### src/rtl/pixel_denormalizer.sv
// pixel_denormalizer
//   Turns a screen-space pixel plus depth back into a homogeneous NDC point
//   (x, y, z, w) in signed Q(CORDW-FRAC).FRAC fixed point. Picking/readback
//   logic uses it to feed a pixel back through the transform pipeline.
//
//   x = (pixel_x - SCREEN_W/2) / (SCREEN_W/2)
//   y = (SCREEN_H/2 - pixel_y) / (SCREEN_H/2)
//   z = depth
//   w = 1.0
//
//   X and Y share one restoring divider (one quotient bit per clock). The
//   divide works on magnitudes and the sign is applied afterwards, so the
//   result truncates toward zero.
//
//   Optional feature macro: DENORM_ROUND_EN
//     defined   : half the divisor is added to the numerator first, so the
//                 quotient rounds half away from zero (same latency)
//     undefined : truncate toward zero
//
// Ports
//   clock, reset            clock, synchronous active-high reset
//   io_in_valid/io_in_ready request handshake (ready only when idle)
//   io_pixel_x, io_pixel_y  unsigned pixel column/row
//   io_depth                signed depth, passed through to z
//   io_out_valid/ready      result handshake; outputs held while stalled
//   io_point_x/y/z/w        signed point components
//   io_out_oob              pixel lay outside the screen rectangle
//
// Latency: io_out_valid rises 2*DIVW+1 edges after the accepting edge.

module pixel_denormalizer #(
  parameter int CORDW    = 16,
  parameter int FRAC     = 8,
  parameter int SCREEN_W = 640,
  parameter int SCREEN_H = 480
) (
  input  logic                    clock,
  input  logic                    reset,
  input  logic                    io_in_valid,
  output logic                    io_in_ready,
  input  logic [CORDW-1:0]        io_pixel_x,
  input  logic [CORDW-1:0]        io_pixel_y,
  input  logic [CORDW-1:0]        io_depth,
  output logic                    io_out_valid,
  input  logic                    io_out_ready,
  output logic signed [CORDW-1:0] io_point_x,
  output logic signed [CORDW-1:0] io_point_y,
  output logic signed [CORDW-1:0] io_point_z,
  output logic signed [CORDW-1:0] io_point_w,
  output logic                    io_out_oob
);

  localparam int DIVW = CORDW + FRAC;
  localparam int NW   = CORDW + 1;
  localparam int CW   = $clog2(DIVW + 1);

  localparam logic [NW-1:0] HALF_W = NW'(SCREEN_W / 2);
  localparam logic [NW-1:0] HALF_H = NW'(SCREEN_H / 2);
`ifdef DENORM_ROUND_EN
  localparam logic [DIVW-1:0] BIAS_W = DIVW'(SCREEN_W / 4);
  localparam logic [DIVW-1:0] BIAS_H = DIVW'(SCREEN_H / 4);
`else
  localparam logic [DIVW-1:0] BIAS_W = '0;
  localparam logic [DIVW-1:0] BIAS_H = '0;
`endif
  localparam logic signed [CORDW-1:0] ONE = CORDW'(1 << FRAC);
  localparam logic [CW-1:0] LAST_STEP = CW'(DIVW - 1);
  localparam logic [CW-1:0] FINAL_CNT = CW'(DIVW);

  typedef enum logic [1:0] {IDLE, DIV_X, DIV_Y, DONE} state_t;

  state_t state, state_next;

  logic [CW-1:0]           cnt;
  logic                    nx_neg;
  logic signed [NW-1:0]    ny;
  logic [CORDW-1:0]        depth_lat;
  logic                    oob_lat;
  logic [CORDW-1:0]        qx;
  logic [DIVW-1:0]         quo;
  logic [NW-1:0]           rem;

  logic signed [NW-1:0]    nx_in;
  logic signed [NW-1:0]    ny_in;
  logic                    oob_in;
  logic [NW-1:0]           divisor;
  logic [NW-1:0]           shifted;
  logic                    qbit;
  logic [NW-1:0]           rem_next;
  logic [DIVW-1:0]         quo_next;
  logic                    accept;

  // Magnitude numerator |n| << FRAC, plus the optional rounding bias.
  function automatic logic [DIVW-1:0] mag_num(input logic signed [NW-1:0] n,
                                               input logic [DIVW-1:0] bias);
    logic [CORDW-1:0] m;
    m = n[NW-1] ? CORDW'(-n) : CORDW'(n);
    return {m, {FRAC{1'b0}}} + bias;
  endfunction

  // Apply the sign of the original offset to the truncated quotient.
  function automatic logic signed [CORDW-1:0] apply_sign(input logic [CORDW-1:0] q,
                                                         input logic neg);
    logic [CORDW-1:0] r;
    r = neg ? (~q + 1'b1) : q;
    return $signed(r);
  endfunction

  assign accept       = io_in_valid && (state == IDLE);
  assign io_in_ready  = (state == IDLE);
  assign io_out_valid = (state == DONE);

  assign nx_in  = $signed({1'b0, io_pixel_x}) - $signed(HALF_W);
  assign ny_in  = $signed(HALF_H) - $signed({1'b0, io_pixel_y});
  assign oob_in = (io_pixel_x >= CORDW'(SCREEN_W)) || (io_pixel_y >= CORDW'(SCREEN_H));

  // One restoring-divide step: the numerator shifts out of quo's MSB into
  // the partial remainder while quotient bits shift in at quo's LSB.
  always_comb begin
    divisor  = (state == DIV_Y) ? HALF_H : HALF_W;
    shifted  = {rem[NW-2:0], quo[DIVW-1]};
    qbit     = (shifted >= divisor);
    rem_next = qbit ? (shifted - divisor) : shifted;
    quo_next = {quo[DIVW-2:0], qbit};
  end

  always_ff @(posedge clock) begin
    if (reset) state <= IDLE;
    else       state <= state_next;
  end

  always_comb begin
    state_next = state;
    case (state)
      IDLE:    if (io_in_valid)       state_next = DIV_X;
      DIV_X:   if (cnt == LAST_STEP)  state_next = DIV_Y;
      // DIV_Y spends one extra cycle after the last step applying signs
      // and registering the outputs.
      DIV_Y:   if (cnt == FINAL_CNT)  state_next = DONE;
      DONE:    if (io_out_ready)      state_next = IDLE;
      default:                        state_next = IDLE;
    endcase
  end

  // Step counter and output registers (reset).
  always_ff @(posedge clock) begin
    if (reset) begin
      cnt        <= '0;
      io_point_x <= '0;
      io_point_y <= '0;
      io_point_z <= '0;
      io_point_w <= '0;
      io_out_oob <= 1'b0;
    end else begin
      case (state)
        IDLE: if (accept) cnt <= '0;
        DIV_X: cnt <= (cnt == LAST_STEP) ? '0 : cnt + 1'b1;
        DIV_Y: begin
          if (cnt == FINAL_CNT) begin
            io_point_x <= apply_sign(qx, nx_neg);
            io_point_y <= apply_sign(quo[CORDW-1:0], ny[NW-1]);
            io_point_z <= $signed(depth_lat);
            io_point_w <= ONE;
            io_out_oob <= oob_lat;
          end else begin
            cnt <= cnt + 1'b1;
          end
        end
        default: ;
      endcase
    end
  end

  // Divider datapath (no reset needed: always loaded on acceptance).
  always_ff @(posedge clock) begin
    case (state)
      IDLE: begin
        if (accept) begin
          nx_neg    <= nx_in[NW-1];
          ny        <= ny_in;
          depth_lat <= io_depth;
          oob_lat   <= oob_in;
          quo       <= mag_num(nx_in, BIAS_W);
          rem       <= '0;
        end
      end
      DIV_X: begin
        if (cnt == LAST_STEP) begin
          qx  <= quo_next[CORDW-1:0];
          quo <= mag_num(ny, BIAS_H);
          rem <= '0;
        end else begin
          quo <= quo_next;
          rem <= rem_next;
        end
      end
      DIV_Y: begin
        if (cnt != FINAL_CNT) begin
          quo <= quo_next;
          rem <= rem_next;
        end
      end
      default: ;
    endcase
  end

endmodule

### config.mk
export PLATFORM = sky130hd
export DESIGN_NAME = pixel_denormalizer
export DESIGN_NICKNAME = d
export VERILOG_FILES = /design/src/rtl/pixel_denormalizer.sv
export SDC_FILE = /design/constraint.sdc
export NUM_CORES = 1
export LEC_CHECK = 0
export ABC_AREA = 0
export BUFFER_PORTS_ARGS = -buffer_cell sky130_fd_sc_hd__buf_2
export CORE_MARGIN = 10
export CORE_UTILIZATION = 52
export DETAILED_ROUTE_END_ITERATION = 8
export GPL_TIMING_DRIVEN = 1
export PLACE_DENSITY_LB_ADDON = 0.1
export SLEW_MARGIN = 20
export SYNTH_ARGS = -nofsm -noshare
export SYNTH_HDL_FRONTEND = slang
export SYNTH_SLANG_ARGS = --single-unit
### constraint.sdc
create_clock -name clock -period 2.65 [get_ports clock]
set_input_delay 0.53 -clock clock [delete_from_list [all_inputs] [get_ports clock]]
set_output_delay 0.53 -clock clock [all_outputs]
set_load 0.1 [all_outputs]
## After elaboration in Yosys (flattened, before gate mapping)

Index checks and enable logic that the tools add are counted.

- Reduce and logical (&&, ||, !) cells: 10
- Add/subtract/negate cells: 8
- Equal/unequal tests: 13
- Divide/modulo/power cells: 0
- Multiplexer cells: 23
- $mul: 0
- Shift-type cells: 0
- Bitwise gates (word level): 2
- Order comparisons: 3

Operator list:

| operator | number |
|---|---|
| $mux 16 | 8 |
| $mux 24 | 3 |
| $pmux 24 s3 | 1 |
| $pmux 16 s3 | 1 |
| $add 16x1->16 const B | 2 |
| $neg 16->16 | 2 |
| $not 16->16 | 2 |
| $ge 17x9->1 | 1 |
| $sub 16x9->17 const B | 1 |
| $sub 8x16->17 const A | 1 |
| $ge 16x10->1 const B | 1 |
| $ge 16x9->1 const B | 1 |
| $sub 16x9->16 | 1 |
| $mux 5 | 3 |
| $pmux 5 s3 | 1 |
| $eq 5x5->1 const B | 2 |
| $mux 9 | 1 |
| $mux 2 | 4 |
| $ne 2x1->1 const B | 4 |
| $pmux 2 s4 | 1 |
| $ne 2x2->1 const B | 3 |
| $reduce_and 2->1 | 3 |
| $reduce_and 3->1 | 2 |
| $add 5x1->5 const B | 1 |
| 8 further kinds | 9 |

- Output and inout bits: 67
- Flip-flop bits (word level): 148
- RAM bits: 0
- Input port bits: 52
- Latch bits: 0
- Logic and storage cells: 73
- Memory bits (read-only): 0
- Memories: 0

## Depth between registers and ports, before layout

Gate-level depths: netlist of run 1.

- Depth after elaboration: 6
- Depth in mapped cells: 11
- Depth with buffers taken out: 10

## Worst setup path after synthesis of run 1

OpenSTA, ideal clock, no wires.

- Path kind: register -> register
- Start point: register state[0]
- End point: register cnt[1]
- Data arrival time: 2.847 ns
- Path slack: -0.325 ns
- Cell stages (with the launch flop): 10
- Clock period less this slack: 2.975 ns
- Data required time: 2.522 ns
- Library setup time: 0.128 ns
- Buffers on the path: 1
- Path through: dfxtp_1 inv_1 ha_1 nor2b_1 or3_1 buf_2 inv_1 nor2_1 a31oi_1 nor2_1

- Longest elaborated chain between the ends: 4
- Elaborated cells between the ends (all ways): 9
- Those cells by class: eq/ne (4); mux (1); reduce/logical (4)

Ends and longest elaborated chain:

| what | RTL line | text |
|---|---|---|
| start, declared | 72 | `state_t state, state_next;` |
| start signal, assigned | 129 | `else state <= state_next;` |
| $logic_not 2->1 (*) | n/a |  |
| net io_in_ready | 40 | `output logic io_in_ready,` |
| $logic_and 1x1->1 | 109 | `assign accept = io_in_valid && (state == IDLE);` |
| $ne 2x1->1 (no source line) | n/a |  |
| $reduce_and 3->1 (no source line) | n/a |  |
| end signal, assigned | 157 | `DIV_X: cnt <= (cnt == LAST_STEP) ? '0 : cnt + 1'b1;` |
| end signal, assigned | 166 | `cnt <= cnt + 1'b1;` |
| end, declared | 74 | `logic [CW-1:0] cnt;` |

Mark *: on every way through the listed nets, which the timed path passes. The rest lies on a longest branch.
A chain may end at the register's enable or synchronous reset.

## Worst setup path after layout of run 1

- Start point: register ny[0]
- End point: register quo[20], data pin

- Longest elaborated chain between the ends: 4

Ends and longest elaborated chain:

| what | RTL line | text |
|---|---|---|
| start, declared | 76 | `logic signed [NW-1:0] ny;` |
| start signal, assigned | 180 | `ny <= ny_in;` |
| $neg 16->16 | 97 | `m = n[NW-1] ? CORDW'(-n) : CORDW'(n);` |
| $mux 16 | 97 |  |
| $mux 24 | 188 | `if (cnt == LAST_STEP) begin` |
| $pmux 24 s3 | 176 | `case (state)` |
| end signal, assigned | 183 | `quo <= mag_num(nx_in, BIAS_W);` |
| end signal, assigned | 190 | `quo <= mag_num(ny, BIAS_H);` |
| end signal, assigned | 193 | `quo <= quo_next;` |
| end, declared | 80 | `logic [DIVW-1:0] quo;` |

No other way between the ends.

==> qor.txt, run 1 <==
Status: complete, no violations
Worst setup margin: 0.128 ns
Async SR Flop Fraction: 0
Wirelength per Cell: 16.9 microns
Final Hold Vio Count: 0
Gr busiest metal: met2
Initial antenna violation count: 0
Synth Area in Adders: 0.0310
Largest family of logic cells by synthesized area: simple AND/OR/NAND/NOR gates
Max_cap viols: 0
CP max stage cell: or4b_1
Design area: 0.00882 sq mm
Gr ovfl total: 0
Total CTS buffers: 17
Worst Hold Class: in2reg
FF-to-FF path depth: 7
CP max FO: 4
CP Capture Type: flop
Post-synth top cells: nand2_1 (97), edfxtp_1 (91), nor2_1 (58)
Post-synth top area share: 0.364
Post-synth EDFFs: 91
DIE WIDTH: 140 microns
IO buf count: 103
Worst r2r dst: quo[20]
WP data arrival: 2.69 ns
Register area share after synthesis: 0.515
Syn-to-layout area delta: 17.4%
Root Buffer: clkbuf_16
CP Depth: 7
Crit path launch: ny[0]
Post-synth top area cell: edfxtp_1
CP startpoint kind: flop
Max incr delay on CP: 0.50 ns
Max Slew Vio Count: 0
Relative slew slack: 0.488
WS Path Type: reg2reg
Pwr per Cell Area: 961 mW/mm^2
Cell Chain, Critical Path: inv_1 > ha_1 > or4b_1 > or3_1 > o31ai_1 > xnor2_1 > a221o_1
Via count: 5881
Post-Synth Simple-Gate Area: 0.160
Vias in the first global route: 5809
Syn Inst Count: 740
Post-DP HPWL: 13100 microns
GR met1 Demand/Resource: 0.213
Final GP Congestion: 0.899
Core Rows: 43
Total Wirelength: 17600 microns
Maximum vdd drop: 0.519 mV
Post-synth cell types: 59
Worst-skew pair later-pin latency: 0.42 ns
Final Cycle Share: 0.952
Met2 Use GR: 0.288
CP delay by family, top: simple AND/OR/NAND/NOR gates
Count leader, synth: nand2_1
Core ar.: 0.0140 sq mm
DP Area: 0.00826 sq mm
Final setup vio count: 0
Lkg Pwr: 3.41 nW
Synth area leaders: edfxtp_1 (36%), dfxtp_1 (15%), nand2_1 (4.8%), xor2_1 (4.7%), a211oi_1 (3.8%)
Routed Antenna Nets: 0
Syn avg cell area: 10.2 sq um
Max frequency: 396 MHz
Clk buf depth: 2
Antenna diodes: 0
Worst path buffer plus inverter count: 1
R2r setup slk: 0.13 ns
Fin crit period: 2.52 ns
Primary FF master, synth: edfxtp_1
Pre-CTS setup slack: 0.0322 ns
DRC: 0
#FFs+latches synth: 148
YS warnings: 0
I/O pin count: 119
Vias per cell: 5.65
Tot Pwr: 8.47 mW
Die Y: 140 microns
Worst Skew: 0.00743 ns
Die ar.: 0.0197 sq mm
GRT Util Overall: 0.175
CP endpoint: quo[20]
Largest net degree at the start of global routing: 81
Multiplexer share of the synthesized area: 0.0160
Synth Area in Compound Gates: 0.151
# clock sinks: 148
CTS tree: built
Number of DRC markers in iteration 0: 503
Actual slew at the worst max-slew pin: 0.768 ns
Clk slew on worst S/H paths: 0.06 ns
Reg2reg start: ny[0]
Post-synthesis xor/xnor area fraction: 0.0781
# H-tree levels: 4
Met3 GRT Util: 0.0538
Fin nets: 917
First-pass GRT wire length: 28500 microns
Syn Std Cell Area: 0.00751 sq mm
Worst EP required: 2.82 ns
Share of post-route cells with drive strength above 1: 0.197
Initial DRT Pass Iterations: 6
Initial core utilization: 0.535
## metrics by stage
stage / util / TNS [ns] / std cells / hold slack, ns
floorplan: - / 0 / 754 / 0.467
global placement: 0.588 / 0 / 1008 / 0.438
detailed placement: 0.588 / 0 / 1008 / 0.446
CTS: 0.628 / 0 / 1040 / 0.267
global route: 0.628 / -0.00283 / 1040 / 0.262
finish: 0.628 / 0 / 1040 / 0.282
## state kept, by name (all words and copies together) (netlist names)
name and cells:
quo 24, ny 17, depth_lat 16, io_point_x 16
io_point_y 16, io_point_z 16, qx 16, rem 16
cnt 5, state 2, io_out_oob 1, io_point_w 1
nx_neg 1, oob_lat 1
## worst min path at each step
| stage | start | to | slack [ns] | cells after the start |
|---|---|---|---|---|
| final | io_depth[15] | depth_lat[15] | 0.28 | 1 |
| after global routing | io_depth[7] | depth_lat[7] | 0.26 | 1 |
| after detailed placement | io_point_z[14] | io_point_z[14] | 0.45 | 2 |
| after global placement | io_point_z[1] | io_point_z[1] | 0.44 | 2 |
| after floorplan | cnt[0] | cnt[0] | 0.47 | 2 |
| after CTS | io_depth[7] | depth_lat[7] | 0.27 | 1 |
## cell families (layout without fill, tap and decap cells)
kind of cell,count (synthesis),after routing
flops,148,148
other cells,1,15
buf+inv,79,185
fa+ha+maj,18,18
compound gates,163,163
simple gates,252,252
xor+xnor,67,67
mux,12,12
## routing by layer
layer	share of wire	wire length (microns)	up-vias
met5	0	0	-
met4	0.016	283	0
met2	0.47	8350	210
li1	-	-	2883
met1	0.44	7710	2757
met3	0.071	1240	31
## timing repair
action,CTS,global route
hold buffers,0,0
buffers inserted,0,0
gates resized for setup,0,3
setup endpoints to repair,0,3
## cells in the final DEF, fill, tap and decap left out, types with 4 or more instances in the layout
master	netlist	final
edfxtp_1	91	91
o41ai_1	11	11
nor3_1	7	7
o31ai_1	12	12
buf_2	3	103
mux2i_1	12	12
inv_1	28	27
a2111o_1	4	4
clkbuf_16	0	17
or2_2	4	4
inv_6	0	6
o21ai_0	24	24
nand2_1	97	97
a31oi_1	4	4
o221ai_1	10	10
dfxtp_1	57	57
xnor2_1	27	27
or4_1	10	10
a211oi_1	38	37
nand2b_1	8	8
nor2b_1	7	7
conb_1	1	15
and3_1	13	13
nor2_1	58	58
nand3_1	10	10
or3_1	13	13
nor4_1	7	7
ha_1	17	16
buf_4	15	19
xor2_1	40	40
a21oi_1	37	37
and2_1	5	4
## worst reg2reg max path, delay by kind of cell, from the launching register on
family                     cells  cell delay, ns
and+or+nand+nor                2            0.92
xor gates and xnor gates       1            0.10
AOI/OAI and AO/OA              2            0.56
adders and majority gates      1            0.18
DFF                            1            0.43
buffers and inverters          1            0.09
## cell type report
| cell class | instances | area, sq um |
|---|---|---|
| fillers | 1152 | 5220 |
| flip-flops and latches | 148 | 3870 |
| multi-input cells | 527 | 3350 |
| repair buffers | 125 | 709 |
| clock buffers | 18 | 439 |
| well taps | 180 | 225 |
| clock inverters | 14 | 115 |
| inverters | 28 | 109 |
## where the power goes
group	total, mW	switching, mW	internal (mW)
sequential	3.53	0.409	3.12
combinational	2.70	1.70	0.994
clock	2.24	0.997	1.25
total	8.47	3.11	5.36
Power figures use the tool's default switching activity.
==> inputs of run 2 (changes only) <==
--- a/config.mk
+++ b/config.mk
@@ -11,7 +11,7 @@
 export CORE_UTILIZATION = 52
 export DETAILED_ROUTE_END_ITERATION = 8
 export GPL_TIMING_DRIVEN = 1
-export PLACE_DENSITY_LB_ADDON = 0.1
+export PLACE_DENSITY = 0.77
 export SLEW_MARGIN = 20
 export SYNTH_ARGS = -nofsm -noshare
 export SYNTH_HDL_FRONTEND = slang
==> run 2 against run 1 <==
  * First-iteration DRC count decreased by 9.9%
  * Highest routed layer unchanged
  * Clock power is essentially flat
  * Setup slack better by 0.010 ns
  * Sequential cell count unchanged
  * Die area unchanged
  * Count of clock-buffer cells in the layout rose by 4
  * Worst hold slack lost 0.0061 ns
  * Final cell count about the same
  * Utilization increased by 0.053 points
  * Largest power group unchanged
==> qor.txt, run 2 (synthesized netlist as in run 1, its figures left out) <==
Status: complete, no violations
Initial DRT Pass Iterations: 5 (-1)
Core ar.: 0.0140 sq mm (unchanged)
# clock sinks: 148 (unchanged)
Final setup vio count: 0 (unchanged)
Vias per cell: 5.63 (-0.42%)
FF+latch area: 0.00387 sq mm (unchanged)
Worst Skew: 0.0106 ns (+0.00320 ns)
Initial antenna violation count: 0 (unchanged)
Number of DRC markers in iteration 0: 453 (-9.9%)
Min-delay src: io_depth[10]
CP endpoint: quo[20]
Fin crit period: 2.51 ns (-0.0100 ns)
CTS tree: built
Clk slew on worst S/H paths: 0.06 ns (about the same)
Highest routed layer: met4
WP data arrival: 2.69 ns (about the same)
RSZ-0062 raised after global routing: false
Post-CTS Hold Buffers: 0 (unchanged)
Met3 WL: 1120 microns (-9.9%)
Relative slew slack: 0.477 (-0.0106)
Largest register FFs: 24 (unchanged)
I/O pin count: 119 (unchanged)
Worst-skew pair later-pin latency: 0.42 ns (about the same)
Post-CTS resize count: 0 (unchanged)
IO buf count: 103 (unchanged)
Gr ovfl total: 0 (unchanged)
DRC: 0 (unchanged)
Worst setup margin: 0.138 ns (+0.0100 ns)
Via count: 5862 (-0.32%)
Final Util: 0.629 (about the same)
Final Cycle Share: 0.948 (-0.00378)
Clk buf depth: 2 (unchanged)
Die Y: 140 microns (unchanged)
Fill count: 1153 (+0.087%)
Actual slew at the worst max-slew pin: 0.784 ns (+0.0159 ns)
Area taken by multi-input logic gates: 0.00336 sq mm (+0.26%)
Total Wirelength: 17500 microns (-0.27%)
Crit path launch: ny[0]
Post-DP HPWL: 12900 microns (-2.0%)
Maximum vdd drop: 0.637 mV (+23%)
GRT Util Overall: 0.176 (+0.000668)
Top Registers: quo (24), ny (17)
CP max FO: 4 (unchanged)
Met2 wire len: 8520 microns (+2.1%)
Final Hold Vio Count: 0 (unchanged)
R2r setup slk: 0.14 ns (about the same)
Max Slew Vio Count: 0 (unchanged)
First-pass GRT wire length: 28200 microns (-0.85%)
Max frequency: 398 MHz (+0.40%)
Reg with most FFs: quo
Worst EP required: 2.82 ns (about the same)
Syn-to-layout area delta: 17.5% (about the same)
Routed Antenna Nets: 0 (unchanged)
FF-to-FF path depth: 7 (unchanged)
Pwr per Cell Area: 955 mW/mm^2 (-0.55%)
Antenna diodes: 0 (unchanged)
CP startpoint kind: flop
Final GP Congestion: 0.892 (-0.78%)
Setup TNS: 0 ns (unchanged)
CP Capture Type: flop
Total CTS buffers: 17 (unchanged)
DIE WIDTH: 140 microns (unchanged)
Worst r2r dst: quo[20]
Lkg Pwr: 3.43 nW (+0.33%)
Core Rows: 43 (unchanged)
Root Buffer: clkbuf_16
Initial core utilization: 0.535 (unchanged)
Reg2reg start: ny[0]
Vias in the first global route: 5563 (-4.2%)
Most common cell after layout, fill and taps aside: buf_2
Postcts setup bufs: 0 (unchanged)
Die ar.: 0.0197 sq mm (unchanged)
Worst Hold Class: in2reg
Wirelength per Cell: 16.9 microns (-0.37%)
Most frequent cells in the layout: buf_2 (103), nand2_1 (97), edfxtp_1 (91), nor2_1 (58), dfxtp_1 (57)
Share of post-route cells with drive strength above 1: 0.199 (+0.00209)
WL met1: 7550 microns (-2.1%)
Pre-CTS setup slack: 0.121 ns (+0.0892 ns)
WS Path Type: reg2reg
Fin nets: 918 (+0.11%)
Max_cap viols: 0 (unchanged)
# H-tree levels: 4 (unchanged)
Largest net degree at the start of global routing: 81 (unchanged)
[run 2: changes by cell type in the layout (fill, tap and decap cells not counted), moves of 2 or more]
cell and delta:
inv_6 -3, buf_4 +2, clkbuf_2 +2, clkinv_2 +2
[run 2: how the worst min path moves through the flow]
stage | to | slack, ns | cells after the start
after global routing | depth_lat[10] | 0.26 | 1
after global placement | io_point_z[5] | 0.44 | 2
after CTS | depth_lat[10] | 0.27 | 1
final | depth_lat[10] | 0.28 | 1
after floorplan | cnt[0] | 0.47 | 2
after detailed placement | io_point_z[5] | 0.44 | 2
[run 2: power breakdown]
| group | total, mW | leakage, nW | internal, mW | switching, mW |
|---|---|---|---|---|
| logic | 2.67 | 1.79 | 0.990 | 1.68 |
| registers | 3.55 | 1.35 | 3.12 | 0.427 |
| clock network | 2.22 | 0.281 | 1.29 | 0.927 |
[run 2: layer usage]
layer | up-vias | global-route usage
li1 | 2884 | -
met1 | 2754 | 0.221
met2 | 197 | 0.280
met3 | 27 | 0.0450
met4 | 0 | 0.0750
met5 | - | 0
[run 2: per-stage QoR]
step                instance area [sq um]  instances  power, mW  hold WS [ns]
finish                               8830       1041       8.43         0.276
global route                         8830       1041       8.90         0.258
CTS                                  8820       1041       8.45         0.266
detailed placement                   8270       1009       6.22         0.444
global placement                     8270       1009       6.16         0.439
floorplan                            7580        754       5.34         0.467
[run 2: final cells by class]
class                           instances  share of cell area
Inverter                               28              0.0123
Clock inverter                         10             0.00808
Tap cell                              180              0.0255
Sequential cell                       148               0.439
Multi-Input combinational cell        527               0.380
Timing Repair Buffer                  126              0.0808
Clock buffer                           22              0.0541
[run 2: worst max-delay path, cell delays in order (launching register included)]
cell and delay (ns):
edfxtp_1 0.43, inv_1 0.09, ha_1 0.19, or4b_1 0.49
or3_1 0.42, o31ai_2 0.22, xnor2_1 0.13, a221o_1 0.29
